--- src/rtl/param_controller.sv ---
// Parametrised multi-cycle control FSM for the lab processor: fetch/decode/execute sequencing,
// illegal-opcode pulse and saturating retired-instruction counter. Optional macro: CTRL_SINGLE_STEP_EN.
module param_controller #(
    parameter int IW    = 16,
    parameter int RAW   = 4,
    parameter int DAW   = 8,
    parameter int CNT_W = 16
) (
    input  logic             clock,
    input  logic             reset,
    input  logic [IW-1:0]    instruction,
    input  logic             rf_ra_zero,
`ifdef CTRL_SINGLE_STEP_EN
    input  logic             step,
`endif
    output logic [3:0]       state_o,
    output logic             pc_clr,
    output logic             pc_up,
    output logic             pc_ld,
    output logic [DAW-1:0]   pc_offset,
    output logic             ld,
    output logic [DAW-1:0]   d_addr,
    output logic             d_wr,
    output logic [1:0]       rf_s,
    output logic [DAW-1:0]   imm,
    output logic [RAW-1:0]   rf_w_addr,
    output logic             rf_w_wr,
    output logic [RAW-1:0]   rf_ra_addr,
    output logic             rf_ra_rd,
    output logic [RAW-1:0]   rf_rb_addr,
    output logic             rf_rb_rd,
    output logic [2:0]       alu_s0,
    output logic             halted,
    output logic             illegal,
    output logic [CNT_W-1:0] instr_count
);

    localparam logic [3:0] S_INIT   = 4'd0;
    localparam logic [3:0] S_FETCH  = 4'd1;
    localparam logic [3:0] S_DECODE = 4'd2;
    localparam logic [3:0] S_NOOP   = 4'd3;
    localparam logic [3:0] S_STORE  = 4'd4;
    localparam logic [3:0] S_LD_A   = 4'd5;
    localparam logic [3:0] S_LD_B   = 4'd6;
    localparam logic [3:0] S_ADD    = 4'd7;
    localparam logic [3:0] S_SUB    = 4'd8;
    localparam logic [3:0] S_HALT   = 4'd9;
    localparam logic [3:0] S_LDC    = 4'd10;
    localparam logic [3:0] S_JZ_A   = 4'd11;
    localparam logic [3:0] S_JZ_B   = 4'd12;
    localparam logic [3:0] S_WAIT   = 4'd13;

    logic [3:0]       state_q, state_d;
    logic [CNT_W-1:0] count_q, count_d;
    logic             zero_q, zero_d;

    logic [3:0]     opcode;
    logic [RAW-1:0] f_ra, f_rb, f_rd;
    logic [DAW-1:0] f_mem, f_low;
    logic           is_final;

    assign opcode = instruction[IW-1 -: 4];
    assign f_ra   = instruction[IW-5 -: RAW];
    assign f_rb   = instruction[IW-5-RAW -: RAW];
    assign f_rd   = instruction[RAW-1:0];
    assign f_mem  = instruction[RAW +: DAW];
    assign f_low  = instruction[DAW-1:0];

    assign is_final = (state_q == S_NOOP) || (state_q == S_LD_B) || (state_q == S_STORE) ||
                      (state_q == S_ADD)  || (state_q == S_SUB)  || (state_q == S_LDC)   ||
                      (state_q == S_JZ_B);

    always_comb begin
        state_d = S_INIT;
        case (state_q)
            S_INIT:   state_d = S_FETCH;
            S_FETCH:  state_d = S_DECODE;
            S_DECODE: begin
                case (opcode)
                    4'd0:    state_d = S_NOOP;
                    4'd1:    state_d = S_STORE;
                    4'd2:    state_d = S_LD_A;
                    4'd3:    state_d = S_ADD;
                    4'd4:    state_d = S_SUB;
                    4'd5:    state_d = S_HALT;
                    4'd6:    state_d = S_LDC;
                    4'd7:    state_d = S_JZ_A;
                    default: state_d = S_NOOP;
                endcase
            end
            S_LD_A:   state_d = S_LD_B;
            S_JZ_A:   state_d = S_JZ_B;
            S_HALT:   state_d = S_HALT;
            S_NOOP, S_LD_B, S_STORE, S_ADD, S_SUB, S_LDC, S_JZ_B:
`ifdef CTRL_SINGLE_STEP_EN
                state_d = S_WAIT;
            S_WAIT:   state_d = step ? S_FETCH : S_WAIT;
`else
                state_d = S_FETCH;
`endif
            default:  state_d = S_INIT;
        endcase
    end

    // Retirement is counted on leaving the final execute state, never in WAIT or HALT.
    always_comb begin
        count_d = count_q;
        if (is_final && (count_q != {CNT_W{1'b1}}))
            count_d = count_q + {{(CNT_W-1){1'b0}}, 1'b1};
        zero_d = (state_q == S_JZ_A) ? rf_ra_zero : zero_q;
    end

    always_ff @(posedge clock) begin
        if (reset) begin
            state_q <= S_INIT;
            count_q <= '0;
            zero_q  <= 1'b0;
        end else begin
            state_q <= state_d;
            count_q <= count_d;
            zero_q  <= zero_d;
        end
    end

    always_comb begin
        pc_clr     = 1'b0;
        pc_up      = 1'b0;
        pc_ld      = 1'b0;
        pc_offset  = '0;
        ld         = 1'b0;
        d_addr     = '0;
        d_wr       = 1'b0;
        rf_s       = 2'd0;
        imm        = '0;
        rf_w_addr  = '0;
        rf_w_wr    = 1'b0;
        rf_ra_addr = '0;
        rf_ra_rd   = 1'b0;
        rf_rb_addr = '0;
        rf_rb_rd   = 1'b0;
        alu_s0     = 3'd0;
        halted     = 1'b0;
        illegal    = 1'b0;
        case (state_q)
            S_INIT:   pc_clr = 1'b1;
            S_FETCH: begin
                ld    = 1'b1;
                pc_up = 1'b1;
            end
            S_DECODE: illegal = opcode[3];
            S_LD_A, S_LD_B: begin
                d_addr    = f_mem;
                rf_s      = 2'd1;
                rf_w_addr = f_rd;
                rf_w_wr   = (state_q == S_LD_B);
            end
            S_STORE: begin
                d_addr     = f_low;
                d_wr       = 1'b1;
                rf_ra_addr = f_ra;
                rf_ra_rd   = 1'b1;
            end
            S_ADD, S_SUB: begin
                rf_ra_addr = f_ra;
                rf_ra_rd   = 1'b1;
                rf_rb_addr = f_rb;
                rf_rb_rd   = 1'b1;
                rf_w_addr  = f_rd;
                rf_w_wr    = 1'b1;
                alu_s0     = (state_q == S_ADD) ? 3'd1 : 3'd2;
            end
            S_LDC: begin
                rf_s      = 2'd2;
                imm       = f_mem;
                rf_w_addr = f_rd;
                rf_w_wr   = 1'b1;
            end
            S_JZ_A: begin
                rf_ra_addr = f_ra;
                rf_ra_rd   = 1'b1;
            end
            S_JZ_B: begin
                pc_ld     = zero_q;
                pc_offset = f_low;
            end
            S_HALT:   halted = 1'b1;
            default: ;
        endcase
    end

    assign state_o     = state_q;
    assign instr_count = count_q;

endmodule
--- config.mk ---
export PLATFORM = sky130hd
export DESIGN_NAME = param_controller
export DESIGN_NICKNAME = d
export VERILOG_FILES = /design/src/rtl/param_controller.sv
export SDC_FILE = /design/constraint.sdc
export NUM_CORES = 1
export LEC_CHECK = 0
export CORE_MARGIN = 5
export CORE_UTILIZATION = 30
export DETAILED_ROUTE_END_ITERATION = 6
export PLACE_DENSITY = 0.75
export REMOVE_ABC_BUFFERS = 1
export SETUP_SLACK_MARGIN = 0.3
export SLEW_MARGIN = 20
export SYNTH_ARGS = -nofsm -noshare
export SYNTH_HDL_FRONTEND = slang
export SYNTH_SLANG_ARGS = --single-unit
--- constraint.sdc ---
create_clock -name clock -period 1.86 [get_ports clock]
set_input_delay 0.465 -clock clock [delete_from_list [all_inputs] [get_ports clock]]
set_output_delay 0.465 -clock clock [all_outputs]
set_load 0.01 [all_outputs]
* Yosys cells after proc, flatten, opt, wreduce, memory -nomap -nowiden
Memories as Yosys holds them, arrays and structs flattened.
Index checks and enable logic that the tools add are counted.
** Word-level totals
- Logic and storage cells :: 52
- Bits in read-only memories :: 32
- Register bits after elaboration :: 21
- Bits in latches :: 0
- Bits in writable memories :: 0
- Memories :: 1
- Output and inout bits :: 71
- Input port bits :: 19
** Memory list
- (no name shown) :: depth 8, width 4, read ports 1, clocked after Yosys merged registers in 0, write ports 0, RTL line 79 : case (opcode)
** Cells by class
- $mul :: 0
- Add/sub/neg operators :: 1
- Eq/ne operators :: 13
- Divide/modulo/power cells :: 0
- Bitwise gates (word level) :: 0
- Shifts and indexed selects :: 0
- $lt $le $gt $ge :: 0
- Multiplexer cells :: 20
- Reductions and logical operators :: 14
** Operators with widths (number)
- $pmux W4 S6 :: 1
- $eq A4 B4 Y1 const B :: 5
- $add A16 B1 Y16 const B :: 1
- $eq A4 B3 Y1 const B :: 4
- $mux W4 :: 4
- $mux W8 :: 2
- $ne A16 B16 Y1 const B :: 1
- $pmux W8 S2 :: 1
- $eq A4 B2 Y1 const B :: 2
- $mux W1 :: 8
- $reduce_or A8 Y1 :: 1
- $logic_or A1 B1 Y1 :: 6
- $reduce_or A5 Y1 :: 1
- $eq A4 B1 Y1 const B :: 1
- $logic_not A4 Y1 :: 1
- $mux W2 :: 2
- $pmux W2 S2 :: 1
- $reduce_or A2 Y1 :: 2
- $reduce_or A4 Y1 :: 1
- $reduce_or A3 Y1 :: 1
- $pmux W1 S2 :: 1
- $logic_and A1 B1 Y1 :: 1

* Logic depth before layout (Yosys ltp)
- Depth after elaboration :: 8
- Depth in mapped cells :: 6
- Mapped depth without buffers :: 6

* Worst setup path before layout
No wires, ideal clock.
- Path kind :: register -> output
- Start :: reg state_q[0], in the netlist state_o[0]
- End :: out d_addr[0]
- Setup slack :: -0.236 ns
- Data required time :: 1.395 ns
- Path buffers :: 1
- Arrival time :: 1.631 ns
- Cell stages (with the launch flop) :: 5
- Path through :: dfxtp_1 clkbuf_1 nand2b_1 a21oi_1 a22o_1
** On the way
- Cells in the longest elaborated chain, start to end :: 3
- Elaborated cells between the ends (all ways) :: 5
- Classes of those cells :: eq/ne: 3; mux: 1; reduce/logical: 1
** Ends and longest elaborated chain
- start, declared :: RTL line 53 : logic [3:0] state_q, state_d;
- start signal, assigned :: RTL line 119 : state_q <= state_d;
- $eq A4 B3 Y1 :: RTL line 144 : case (state_q)
- $reduce_or A2 Y1 :: RTL line 144
- $pmux W8 S2 (*) :: RTL line 144
- end, declared :: RTL line 22 : output logic [DAW-1:0] d_addr,
Mark *: on every way between the ends. The rest lies on a longest branch, timed or not.

* Final worst setup path
- Start :: reg state_q[0], in the netlist state_o[0]
- End :: out rf_rb_addr[3]
** On the way
- Cells in the longest elaborated chain, start to end :: 3
- Elaborated cells between the ends (all ways) :: 4
- Classes of those cells :: eq/ne: 2; mux: 1; reduce/logical: 1
** Ends and longest elaborated chain
- $eq A4 B4 Y1 or $eq A4 B3 Y1 (tied branches) :: RTL line 144
- $reduce_or A2 Y1 (*)
- $mux W4 (*) :: RTL line 144
- end, declared :: RTL line 30 : output logic [RAW-1:0] rf_rb_addr,
Marked as above.

==> impl_summary.txt <==
----------------------------------------------------
[Global routing]
  Maximum number of pins on one net before global-route repair ... 30
  Grt ovf ... 0
  Number of global-route vias before repair ... 2,444
  Overall track demand over capacity in global routing ... 18.9%
  Wire length of the first global-routing pass ... 11,200 µm
  Number of antenna violations at the first check in global routing ... 0

[Final layout]
  Area taken by multi-input logic gates ... 1570 µm²
  Fraction of layout cells with a size suffix above 1 ... 59.6%
  Number of nets in the finished design ... 392
  Final Util ... 67.6%
  Antenna diode count ... 0
  Most frequent cells in the layout ... sky130_fd_sc_hd__buf_6, sky130_fd_sc_hd__buf_4, sky130_fd_sc_hd__buf_2
  Commonest non-fill, non-tap cell in the layout ... sky130_fd_sc_hd__buf_6
  Filler Cell Count ... 404
  FF/Latch Area ... 445 µm²
  Post-synthesis to final-layout area growth ... 121%

[STA]
  Final critical path time including I/O delays and setup ... 2.05 ns
  Clock skew after layout ... 0.00536 ns
  Number of failing setup endpoints in the final timing report ... 50
  RSZ-0062 raised after global routing ... true
  Max Slew Vio Count ... 0
  Least setup slack across all paths after layout ... -0.189 ns
  Peak Freq ... 488 MHz
  Worst hold slack after final layout ... 0.517 ns
  Final critical-path share of the clock period ... 110%
  Final count of hold timing violations ... 0

[Die]
  Core ar. ... 5440 µm²
  Die boundary height ... 84.4 µm
  Initial Util ... 30.5%
  I/O pin count ... 90
  Site Rows ... 27
  Die span in x ... 84.4 µm
  Die outline area ... 7120 µm²

[Logic synthesis]
  Cell type with the largest total area after synthesis ... sky130_fd_sc_hd__dfxtp_1
  Sequential area share after synthesis ... 25.3%
  Flip-flop and latch count after synthesis ... 21
  Share of flip-flops with an asynchronous set or reset ... 0%
  Total standard cell area after synthesis ... 1660 µm²
  Yosys Warn Count ... 0
  Number of instances in the synthesized netlist ... 216
  Cells taking the most area after synthesis ... sky130_fd_sc_hd__dfxtp_1, sky130_fd_sc_hd__and2_1, sky130_fd_sc_hd__mux2_2
  Number of synthesized flops with an enable pin ... 0
  Main synth FF type ... sky130_fd_sc_hd__dfxtp_1
  Synthesized area divided by synthesized cell count ... 7.68 µm²
  Number of different library cells in the post-synthesis netlist ... 40
  Portion of synthesized cell area occupied by the leading cell type ... 25.3%

[Status]
  Violated checks ... setup timing
  Result of the run ... finished, violations left

[Clock tree]
  CTS buffer count ... 3
  Clock tree root buffer cell ... sky130_fd_sc_hd__clkbuf_8
  Hold-fix buffers, CTS ... 0
  CTS HTree Levels ... 1
  CTS tree ... done
  Number of buffers on the longest clock path ... 2
  Skew-Pair Late Insertion Delay ... 0.26 ns
  Sinks on the clock net ... 21
  Clock-pin slew on the worst setup and hold paths ... 0.08 ns

[Setup path]
  Number of buffer and inverter stages on the critical path ... 2
  Critical path peak fanout ... 5
  CP startpoint kind ... flop
  Worst reg2reg endpoint ... instr_count[1]$_SDFFE_PP0P_
  Critical path's top delay family ... simple AND/OR/NAND/NOR gates
  Critical Path End Type ... output port
  Reg-to-reg critical path startpoint ... state_o[1]$_SDFF_PP0_
  Data required time of the worst path ... 1.39 ns
  Worst EP arrival ... 1.58 ns
  Start-to-end type of the worst setup path ... flop to output port
  Reg2reg setup slack ... -0.04 ns
  Most frequent CP cell ... sky130_fd_sc_hd__or2_4
  Slowest Stage Delay on Critical Path ... 0.38 ns
  Cells along the critical path ... or2_4, buf_6, nor2_4, or2_4, and2_1, buf_2
  FF-to-FF path depth ... 7
  Slowest cell on the critical path ... sky130_fd_sc_hd__dfxtp_4

[Power and ir drop]
  VDD IR max ... 0.218 mV
  Standby leakage power ... 1.69 nW
  Overall power of the completed layout ... 1.33 mW
  P per Cell Area ... 361 nW/µm²

[Min path]
  Critical hold path startpoint ... zero_q$_SDFFE_PP0P_
  Worst Hold Path EP ... zero_q$_SDFFE_PP0P_
  Worst hold stages ... 2
  Min-delay worst type ... flop to flop

[Route]
  Number of vias after detailed routing ... 2,335
  Average vias per placed instance ... 5.29
  Final routed wire length divided by cell count ... 17.5 µm
  Antenna Nets Post-Route ... 0
  Number of design rule violations left after detail routing ... 0
  Number of design-rule violations left by the first detailed-router iteration ... 82
  Total Wirelength ... 7730 µm
  Count of TritonRoute iterations in the first routing pass ... 4

[Place]
  Final GP Congestion ... 0.777
  Placed wire-length estimate ... 4380 µm
  Port bufs ... 88

[Run]
  Maxcap violations ... 0

----------------------------------------------------
==> repair_timing <==
item	in CTS	in global routing
setup buffers	20	16
pin swaps	31	19
resized for setup	326	77
setup endpoints to repair	88	70
cloned	2	1
==> worst min-delay path, stage by stage (launching register included) <==
cell and delay, ns:
sky130_fd_sc_hd__dfxtp_1 0.34, sky130_fd_sc_hd__mux2i_1 0.07, sky130_fd_sc_hd__nor2_1 0.08
==> state kept, by name (all words and copies together) (netlist names) <==
signal and cells:
zero_q 1, instr_count 16, state_o 4
==> kinds of logic after synthesis <==
family | share of synthesized area (%)
other | 0.226
AND/OR/NAND/NOR | 42.5
adder cells (fa/ha/maj) | 2.26
AO/OA/AOI/OAI | 15.6
buffers and inverters | 6.71
flip-flops | 25.3
multiplexers | 7.39
==> synth_stat cells (all sizes together), types with 4 or more instances <==
| library cell | count |
|---|---|
| a21oi | 12 |
| a22o | 8 |
| and2 | 25 |
| and3 | 5 |
| buf | 7 |
| clkbuf | 10 |
| dfxtp | 21 |
| inv | 5 |
| mux2 | 10 |
| nand2 | 8 |
| nand2b | 6 |
| nand3 | 5 |
| nand4 | 5 |
| nor2 | 22 |
| nor2b | 16 |
| nor4 | 11 |
| o21ai | 6 |
| or4 | 4 |
==> metal layers <==
layer  track usage (%)  part of all wire (%)  wire, µm  up-vias
li1                  -                     -         -     1082
met3              5.99                   8.9       691       26
met5                 0                     0         0        -
met1              19.3                    35      2700     1113
met2              35.2                    53      4070      114
met4              7.91                   3.5       271        0
==> stage by stage <==
stage          cells  TNS, ns  instance area, µm²  worst slack (ns)
2_1_floorplan    199    -2.74                1570            -0.163
3_3_place_gp     398   -12.45                2860            -0.361
3_5_place_dp     398   -12.71                2860            -0.393
4_1_cts          424    -2.26                3290            -0.135
5_1_grt          441    -6.51                3670            -0.233
6_report         441    -3.59                3670            -0.189
==> layout make-up <==
cell class                 instances  area share (%)
sequential                        21            12.1
multi-input combinational        173            42.7
clock buffer                       4            1.23
timing repair buffer             166            41.0
inverter                           5           0.511
tap                               72            2.45
==> how the worst max path moves through the flow <==
stage,start,end,slack (ns),cells past startpoint
global placement,instruction[15],illegal,-0.36,3
CTS,state_o[1]$_SDFF_PP0_,d_addr[5],-0.13,6
detailed placement,instruction[15],illegal,-0.39,3
floorplan,state_o[2]$_SDFF_PP0_,d_addr[0],-0.16,3
global route,state_o[0]$_SDFF_PP0_,rf_rb_addr[3],-0.23,6
finish,state_o[0]$_SDFF_PP0_,rf_rb_addr[3],-0.19,6
==> power breakdown <==
group / total (mW) / leakage [nW] / switching (mW) / internal, mW
Sequential: 0.479 / 0.177 / 0.0178 / 0.461
Combinational: 0.543 / 1.49 / 0.252 / 0.292
Clock: 0.305 / 0.0228 / 0.153 / 0.153
Note: power is estimated with default switching activity, not from simulation.
==> RTL change, RTL diff (same flow settings) <==
Set the parameter `RAW` to 5 (it was 4).
--- a/src/rtl/param_controller.sv
+++ b/src/rtl/param_controller.sv
@@ -3,5 +3,5 @@
 module param_controller #(
     parameter int IW    = 16,
-    parameter int RAW   = 4,
+    parameter int RAW   = 5,
     parameter int DAW   = 8,
     parameter int CNT_W = 16
Interface: changed (resized rf_ra_addr, rf_rb_addr and rf_w_addr); port bits go from 90 to 93. The function was not compared with the original's and may differ.
==> RTL change against the original RTL <==
  * The flow still finishes with violations (negative setup slack)
  * Synthesized area decreased by 6.6%
  * Power increased by 2.9%
  * Synthesized cell count decreased by 7.4%
  * Global-route usage decreased by 0.20 points
  * Sequential cell count unchanged
  * Routed wire length decreased by 4.1%
  * Design area decreased by 2.8%
  * Die area decreased by 5.8%
  * Non-clock buffer count decreased by 4
  * Worst setup slack improved by 120 ps
  * Utilization increased by 2.8 points
  * Highest routed layer unchanged
==> RTL change: results (changes against the original RTL) <==
- Failing checks: negative setup slack
- Final Skew: 3.231 ps (-2.128 ps)
- Fraction of area in multi-input gates: 41.17% (-1.6 points)
- Status: complete, but fails checks
- Setup ws final: -70.41 ps (+119.0 ps)
- Placed instance count: 394 (-1.0%)
- Multi-Input Combinational: 165 (-4.6%)
- Iteration-0 DRC Markers: 121 (+48%)
- Routed wl met3: 573 um (-17%)
- Arrival @ worst endpoint: 1470 ps (-110 ps)
- Global Route met2 Usage: 36.35% (+1.1 points)
- RR Endpoint: instr_count[14]$_SDFFE_PP0P_
- Post-CTS sizing: 335 (+2.8%)
- Reg area: 457.9 sq um (+2.8%)
- Hold_sp: instr_count[1]$_SDFFE_PP0P_
- Dominant class by area: buffers
- Compound-Gate Fraction of Synth Area: 13.64% (-2.0 points)
- Cell internal pwr: 0.0009108 W (+0.59%)
- Syn avg cell area: 7.751 sq um (+0.91%)
- Met1 GRT Util: 20.48% (+1.2 points)
- End-of-flow core utilization: 70.36% (+2.8 points)
- # fillers: 368 (-8.9%)
- Dpl cell area: 2816 sq um (-1.4%)
- Hpwl dp: 4462 um (+1.9%)
- Seq pwr share: 35.0% (-1.1 points)
- Inverters: 6 (+1)
- IO Port Bufs: 91 (+3.4%)
- Signal buf overhead: 41.45% (+0.49 points)
- Worst vdd ir: 0.0003057 V (+41%)
- Number of non-clock buffers in the layout: 162 (-2.4%)
- Final #Nets: 381 (-2.8%)
- CP top delay family: buffers and inverters
- First-pass GRT wire length: 9846 um (-12%)
- GR Util All Layers: 18.67% (-0.20 points)
- Share of layout cells above drive strength 1: 63.97% (+4.3 points)
- GPL Wtd Cong: 0.7883 (+1.5%)
- Core Box Area: 5075 sq um (-6.7%)
- Syn. warnings: 0 (unchanged)
- Mux cell area share after synthesis: 2.098% (-5.3 points)
- Total Routed Length: 7418 um (-4.1%)
- Adder-Cell Fraction of Synth Area: 2.421% (+0.16 points)
- Post-synth top cells: and2_1, nor2_1, dfxtp_1
- Static Leakage: 1.631 nW (-3.4%)
- Met2 routed WL: 3922 um (-3.6%)
- Setup slack, reg-to-reg: 100 ps (+140 ps)
- Hold WS: 523.0 ps (+6.150 ps)
- Setup violators final: 36 (-28%)
- M3 GR Usage: 3.399% (-2.6 points)
- Distinct cell type count after synthesis: 45 (+13%)
- R2R cell count: 9 (+2)
- WL met1: 2828 um (+4.7%)
- Drt wl/cell: 17.33 um (-1.2%)
[RTL change: how the worst max path moves through the flow]
stage / start / endpoint / slack, ps / depth (start not counted)
6_report: state_o[1]$_SDFF_PP0_ / d_addr[2] / -70 / 7
2_1_floorplan: state_o[2]$_SDFF_PP0_ / rf_rb_addr[0] / -220 / 4
5_1_grt: state_o[1]$_SDFF_PP0_ / d_addr[6] / -130 / 7
4_1_cts: state_o[3]$_SDFF_PP0_ / d_addr[6] / -10 / 7
3_3_place_gp: instruction[7] / d_addr[7] / -370 / 3
3_5_place_dp: instruction[7] / d_addr[7] / -360 / 3
[RTL change: through the flow]
step	power (W)	worst slack [ps]	setup TNS, ps
2_1_floorplan	0.0006135	-217.9	-2422
3_3_place_gp	0.0008307	-373.2	-12030
3_5_place_dp	0.0008367	-364.9	-12720
4_1_cts	0.001206	-11.43	-108.1
5_1_grt	0.001422	-134.5	-3486
6_report	0.001366	-70.41	-1171
